$ cat config.mk
export PLATFORM = sky130hd
export DESIGN_NAME = seq_divider
export DESIGN_NICKNAME = d
export VERILOG_FILES = /design/src/rtl/seq_divider.sv
export SDC_FILE = /design/constraint.sdc
export NUM_CORES = 1
export LEC_CHECK = 0
export BUFFER_PORTS_ARGS = -buffer_cell sky130_fd_sc_hd__buf_4
export CORE_ASPECT_RATIO = 0.7
export CORE_MARGIN = 2
export CORE_UTILIZATION = 57
export DETAILED_ROUTE_END_ITERATION = 10
export MAX_ROUTING_LAYER = met4
export PLACE_DENSITY = 0.78
export SETUP_SLACK_MARGIN = 0.02
export SYNTH_ARGS = -nofsm -noshare
export SYNTH_HDL_FRONTEND = slang
export SYNTH_SLANG_ARGS = --single-unit
$ cat constraint.sdc
create_clock -name clk -period 3.65 [get_ports clk]
set_clock_uncertainty 0.05 [all_clocks]
set_input_delay 0.1825 -clock clk [delete_from_list [all_inputs] [get_ports clk]]
set_output_delay 0.1825 -clock clk [all_outputs]
set_load 0.005 [all_outputs]
$ cat src/rtl/seq_divider.sv
// Multi-cycle unsigned restoring divider: one quotient bit per clock,
// start/busy/done handshake, divide-by-zero flagged alongside done.
//
// state | meaning
// IDLE  | waiting for start; result registers hold last values
// RUN   | one restoring iteration per edge (or zero-divisor exit)
// DONE  | one-cycle done pulse; a start here is accepted immediately
module seq_divider #(
    parameter int Width = 4
) (
    input  logic             clk,
    input  logic             rst_n,
    input  logic             start,
    input  logic [Width-1:0] dividend,
    input  logic [Width-1:0] divisor,
    output logic             busy,
    output logic             done,
    output logic [Width-1:0] quotient,
    output logic [Width-1:0] remainder,
    output logic             div_by_zero
);

    typedef enum logic [1:0] {IDLE, RUN, DONE} state_t;

    localparam int CntW = $clog2(Width);
    localparam logic [CntW-1:0] LastIter = CntW'(Width - 1);

    state_t           state_q, state_d;
    logic [Width-1:0] rem_q, rem_d;
    logic [Width-1:0] work_q, work_d;
    logic [Width-1:0] dsr_q, dsr_d;
    logic [CntW-1:0]  cnt_q, cnt_d;
    logic             busy_q, busy_d;
    logic             done_q, done_d;
    logic [Width-1:0] quotient_q, quotient_d;
    logic [Width-1:0] remainder_q, remainder_d;
    logic             dbz_q, dbz_d;

    // The partial remainder never exceeds Width bits after restore; the
    // extra bit exists only in the trial subtraction, as its sign.
    logic [Width:0]   rem_shift;
    logic [Width:0]   trial;

    always_comb begin
        state_d     = state_q;
        rem_d       = rem_q;
        work_d      = work_q;
        dsr_d       = dsr_q;
        cnt_d       = cnt_q;
        busy_d      = busy_q;
        done_d      = 1'b0;
        quotient_d  = quotient_q;
        remainder_d = remainder_q;
        dbz_d       = dbz_q;

        rem_shift = {rem_q, work_q[Width-1]};
        trial     = rem_shift - {1'b0, dsr_q};

        case (state_q)
            IDLE, DONE: begin
                busy_d  = 1'b0;
                state_d = IDLE;
                if (start) begin
                    work_d  = dividend;
                    dsr_d   = divisor;
                    rem_d   = '0;
                    cnt_d   = '0;
                    busy_d  = 1'b1;
                    dbz_d   = 1'b0;
                    state_d = RUN;
                end
            end
            RUN: begin
                if (dsr_q == '0) begin
                    // work_q still holds the untouched dividend here
                    quotient_d  = '1;
                    remainder_d = work_q;
                    dbz_d       = 1'b1;
                    busy_d      = 1'b0;
                    done_d      = 1'b1;
                    state_d     = DONE;
                end else begin
                    if (!trial[Width]) begin
                        rem_d  = trial[Width-1:0];
                        work_d = {work_q[Width-2:0], 1'b1};
                    end else begin
                        rem_d  = rem_shift[Width-1:0];
                        work_d = {work_q[Width-2:0], 1'b0};
                    end
                    cnt_d = cnt_q + 1'b1;
                    if (cnt_q == LastIter) begin
                        quotient_d  = work_d;
                        remainder_d = rem_d;
                        busy_d      = 1'b0;
                        done_d      = 1'b1;
                        state_d     = DONE;
                    end
                end
            end
            default: state_d = IDLE;
        endcase
    end

    always_ff @(posedge clk or negedge rst_n) begin
        if (!rst_n) begin
            state_q     <= IDLE;
            rem_q       <= '0;
            work_q      <= '0;
            dsr_q       <= '0;
            cnt_q       <= '0;
            busy_q      <= 1'b0;
            done_q      <= 1'b0;
            quotient_q  <= '0;
            remainder_q <= '0;
            dbz_q       <= 1'b0;
        end else begin
            state_q     <= state_d;
            rem_q       <= rem_d;
            work_q      <= work_d;
            dsr_q       <= dsr_d;
            cnt_q       <= cnt_d;
            busy_q      <= busy_d;
            done_q      <= done_d;
            quotient_q  <= quotient_d;
            remainder_q <= remainder_d;
            dbz_q       <= dbz_d;
        end
    end

    assign busy        = busy_q;
    assign done        = done_q;
    assign quotient    = quotient_q;
    assign remainder   = remainder_q;
    assign div_by_zero = dbz_q;

endmodule
Word-level counts from Yosys, hierarchy flattened
Index checks and enable logic that the tools add are counted.
- add/sub/neg operators: 2
- eq/ne operators: 7
- mux-type cells: 29
- reductions and logical operators: 10
- operators by type and width (kind ; count):
    two-way mux 4 bit ; 9
    one-hot mux 4 bit (2 select lines) ; 2
    two-way mux 1 bit ; 10
    two-way mux 2 bit ; 4
    one-hot mux 2 bit (2 select lines) ; 2
    inequality test 2 bit, second input constant ; 3
    AND reduction 2 bit ; 3
    AND reduction 3 bit ; 2
    subtractor 5 x 4 -> 5 bit ; 1
    == test 2 bit, second input constant ; 2
    logical NOT 4 bit ; 1
    one-hot mux 1 bit (2 select lines) ; 2
    nonzero test 2 bit ; 2
    inequality test 3 bit, second input constant ; 1
    adder 2 x 1 -> 2 bit, second input constant ; 1
    == test 2 x 1 -> 1 bit, second input constant ; 1
    logical NOT 2 bit ; 1
    OR reduction 2 bit ; 1
- flip-flop bits (word level): 27
- input bits: 11
- output and inout port bits: 11
- logic and storage cells: 58

Longest topological paths before layout
- depth in word-level cells: 4
- mapped depth: 9
- mapped depth without buffers: 9

Worst setup path after synthesis
Ideal clock, no wire load.
- path type: register to register
- start point: reg work_q[3]
- end point: reg remainder_q[0] (netlist: remainder[0])
- setup time: 75 ps
- arrival: 1975 ps
- data required time: 3525 ps
- setup slack: 1551 ps
- stages on the path, launching flop included: 10
- buffers on the path: 0
- clock period less this slack: 2099 ps
- cells stage by stage: dfrtp_1 inv_1 ha_1 inv_1 fa_1 a21o_1 a21oi_2 xnor2_2 mux2_4 o21ai_2
- cells in the longest elaborated chain, start to end: 4
- ends and longest elaborated chain (what ; line ; source):
    from (decl) ; 30 ; logic [Width-1:0] work_q, work_d;
    from (signal assigned) ; 119 ; work_q <= work_d;
    subtractor 5 x 4 -> 5 bit ; 57 ; trial = rem_shift - {1'b0, dsr_q};
    two-way mux 4 bit (*) ; 83 ; if (!trial[Width]) begin
    two-way mux 4 bit (*) ; 91 ; if (cnt_q == LastIter) begin
    two-way mux 4 bit (*) ; 74 ; if (dsr_q == '0) begin
    to (signal assigned) ; 125 ; remainder_q <= remainder_d;
    to (decl) ; 36 ; logic [Width-1:0] remainder_q, remainder_d;
Every way passes the cells marked *; elsewhere a longest branch is shown, timed or not. The select of a mux whose other input is x is not followed.
A chain may end at the register's enable or synchronous reset.

Worst setup path in the final report
- start point: reg work_q[3]
- end point: reg rem_q[0]
- cells in the longest elaborated chain, start to end: 4
- ends and longest elaborated chain (what ; line ; source):
    subtractor 5 x 4 -> 5 bit ; 57 ;
    two-way mux 4 bit (*) ; 83 ;
    two-way mux 4 bit (*) ; 74 ;
    one-hot mux 4 bit (2 select lines) (*) ; 59 ; case (state_q)
    to (signal assigned) ; 118 ; rem_q <= rem_d;
    to (decl) ; 29 ; logic [Width-1:0] rem_q, rem_d;
Marks and branches as above.

==> results.cfg <==
[outcome]
status = completed

[logic_synthesis]
synthDistinctLibCells = 30
synth_area_um2 = 1290
synth_seq_area_share = 0.524
synth_edf_count = 0
async_flop_share = 1.00
synth_nets = 134
synth_area_per_cell_um2 = 11.0
syn_inst = 117
synth_warnings = 0
ys_seq_elements = 27
synth_ff_type = dfrtp_1

[cells_and_area]
final_cell_mix = dfrtp_1, buf_4, nand2_1
stdcell_count = 173
postLayoutCoreUtil = 0.707
layout-drive-gt1-share = 0.262
area_growth_syn_to_layout_pct = 17.3
final_nets = 159
n_antenna_cell = 0
multi_input_area_um2 = 572
final_common_cell = dfrtp_1
fillers = 170
final-seq-area_um2 = 676

[power_and_ir_drop]
total_leakage_power_nw = 0.733
finalPower_w = 0.00155
peakVddDrop_v = 0.000665
power.density_nw_per_um2 = 1030

[global_route]
grtUsageMet3 = 0.0537
grt_overflow = 0
first_global_vias = 892
grt_use_met2 = 0.312
grt_usage = 0.225
busiest_layer = met1
grt_pass1_wl_um = 4190
grt_max_degree = 28
antenna_found_initial = 0
grt_use_met1 = 0.330

[routing]
first_pass_iters = 4
antenna_left = 0
wl_per_cell_um = 14.7
drt_iter0_drc = 34
drt-total-wl_um = 2550
drc_errors = 0
vias_per_cell = 5.66
vias = 979

[timing]
period_needed_ps = 2260
finalSetupTns_ps = 0
fin_hold_ws_ps = 16.8
hold_viol_final = 0
finalCritPeriodShare = 0.618
fmax_ghz = 0.443
slew_violations = 0
setup_violations = 0
grt_setup_unrepaired = no
relSlewSlack = 0.595
worst_slew_pin_slew_ps = 607

[cts]
post_cts_buffers = 0
path_clk_slew_ps = 140
cts_max_path_buffers = 2
cts_tree = built
clock_latency_ps = 330
ctsRootBufferMaster = clkbuf_4
cts_buffers = 3
h-tree-depth = 1
clkSinkCount = 27

[min_path]
hp-class = in2reg

[floorplanning]
start_util = 0.603
coreArea_um2 = 2140
dieArea_um2 = 2660
die_h_um = 43.8
io_pins = 22
row_count = 14
dieWidth_um = 60.8

[placement]
dp_cells = 168
hpwl_um = 1900
routabilityCongestion = 0.896
io_buffers = 21

[worst_setup_path]
worst_ep_required_time_ps = 3880
cp_data_arrival_time_ps = 2480
path_class = reg2reg
path_max_fanout = 7
setup.worst_path.end_class = flip-flop
worstSetupStartpointType = flip-flop

[job]
drv_cap = 0
-- power breakdown --
group | switching, W | internal, W
registers | 0.000126 | 0.000445
clock network | 0.0000894 | 0.0000430
logic | 0.000444 | 0.000406
-- metal layers --
layer,vias to the layer above,routed length [um]
li1,465,-
met1,480,1240
met2,27,1110
met3,7,162
met4,0,38
met5,-,0
-- cell usage after synthesis (2+ instances only) --
| master | n | share of area |
|---|---|---|
| mux2_2 | 4 | 0.035 |
| mux2i_1 | 2 | 0.016 |
| nand3_1 | 6 | 0.023 |
| nand2b_1 | 3 | 0.015 |
| dfrtp_1 | 27 | 0.52 |
| a21o_1 | 2 | 0.012 |
| a31oi_1 | 7 | 0.034 |
| o21ai_2 | 3 | 0.020 |
| inv_1 | 8 | 0.023 |
| o21ai_0 | 7 | 0.027 |
| nand2_1 | 15 | 0.044 |
| ha_1 | 5 | 0.049 |
| nor2_1 | 7 | 0.020 |
| a22oi_1 | 3 | 0.017 |
| o22a_1 | 3 | 0.020 |
-- cell type report --
| type | count | area share |
|---|---|---|
| clock buffer | 4 | 0.0174 |
| inverter | 8 | 0.0199 |
| multi-input combinational | 80 | 0.378 |
| sequential | 27 | 0.447 |
| tap | 32 | 0.0265 |
| timing repair buffer | 22 | 0.111 |
-- metrics by stage --
stage                     area [um2]  setup slack [ps]
after floorplan                 1290              1550
after global placement          1480              1470
after detailed placement        1480              1430
after CTS                       1510              1400
after global routing            1510              1250
final                           1510              1390
-- path summary, 6_finish.rpt --
kind,startpoint,to,slack [ps],depth (start not counted)
setup / recovery,work_q[3]$_DFFE_PN0P_,rem_q[0]$_DFFE_PN0P_,1390,9
hold / removal,divisor[2],dsr_q[2]$_DFFE_PN0N_,20,2
setup reg to reg,work_q[3]$_DFFE_PN0P_,rem_q[0]$_DFFE_PN0P_,1390,9
hold reg to reg,cnt_q[0]$_DFFE_PN0P_,cnt_q[0]$_DFFE_PN0P_,460,1
max in group asynchronous,rst_n,rem_q[3]$_DFFE_PN0P_,3070,2
min in group asynchronous,rst_n,done$_DFF_PN0_,230,2
-- critical path, cell delays in order, from the launching register on --
cell,delay [ps]
dfrtp_1,400
inv_1,100
ha_1,160
inv_1,60
fa_1,390
a21o_1,180
a21oi_2,170
xnor2_2,210
mux2_4,360
o21ai_2,100
-- cell families (layout without fill, tap and decap cells) --
kind of cell	after synthesis	in the layout	share of synthesized area
multiplexers	7	7	0.0621
AO/OA/AOI/OAI	30	30	0.162
adder cells (fa/ha/maj)	6	6	0.0641
XOR/XNOR	3	3	0.0262
buffers and inverters	10	34	0.0320
AND/OR/NAND/NOR	34	34	0.129
flip-flops	27	27	0.524
-- flip-flops by register name, summed over array words and instances, names as in the netlist --
name         flops
dsr_q            4
quotient         4
rem_q            4
remainder        4
work_q           4
cnt_q            2
state_q          2
busy             1
div_by_zero      1
done             1
-- what timing repair did --
action,CTS,global route
resized for setup,0,0
hold buffers,1,0
endpoints found under the hold margin,27,0
No activity file was read; power rests on OpenSTA's default activity.
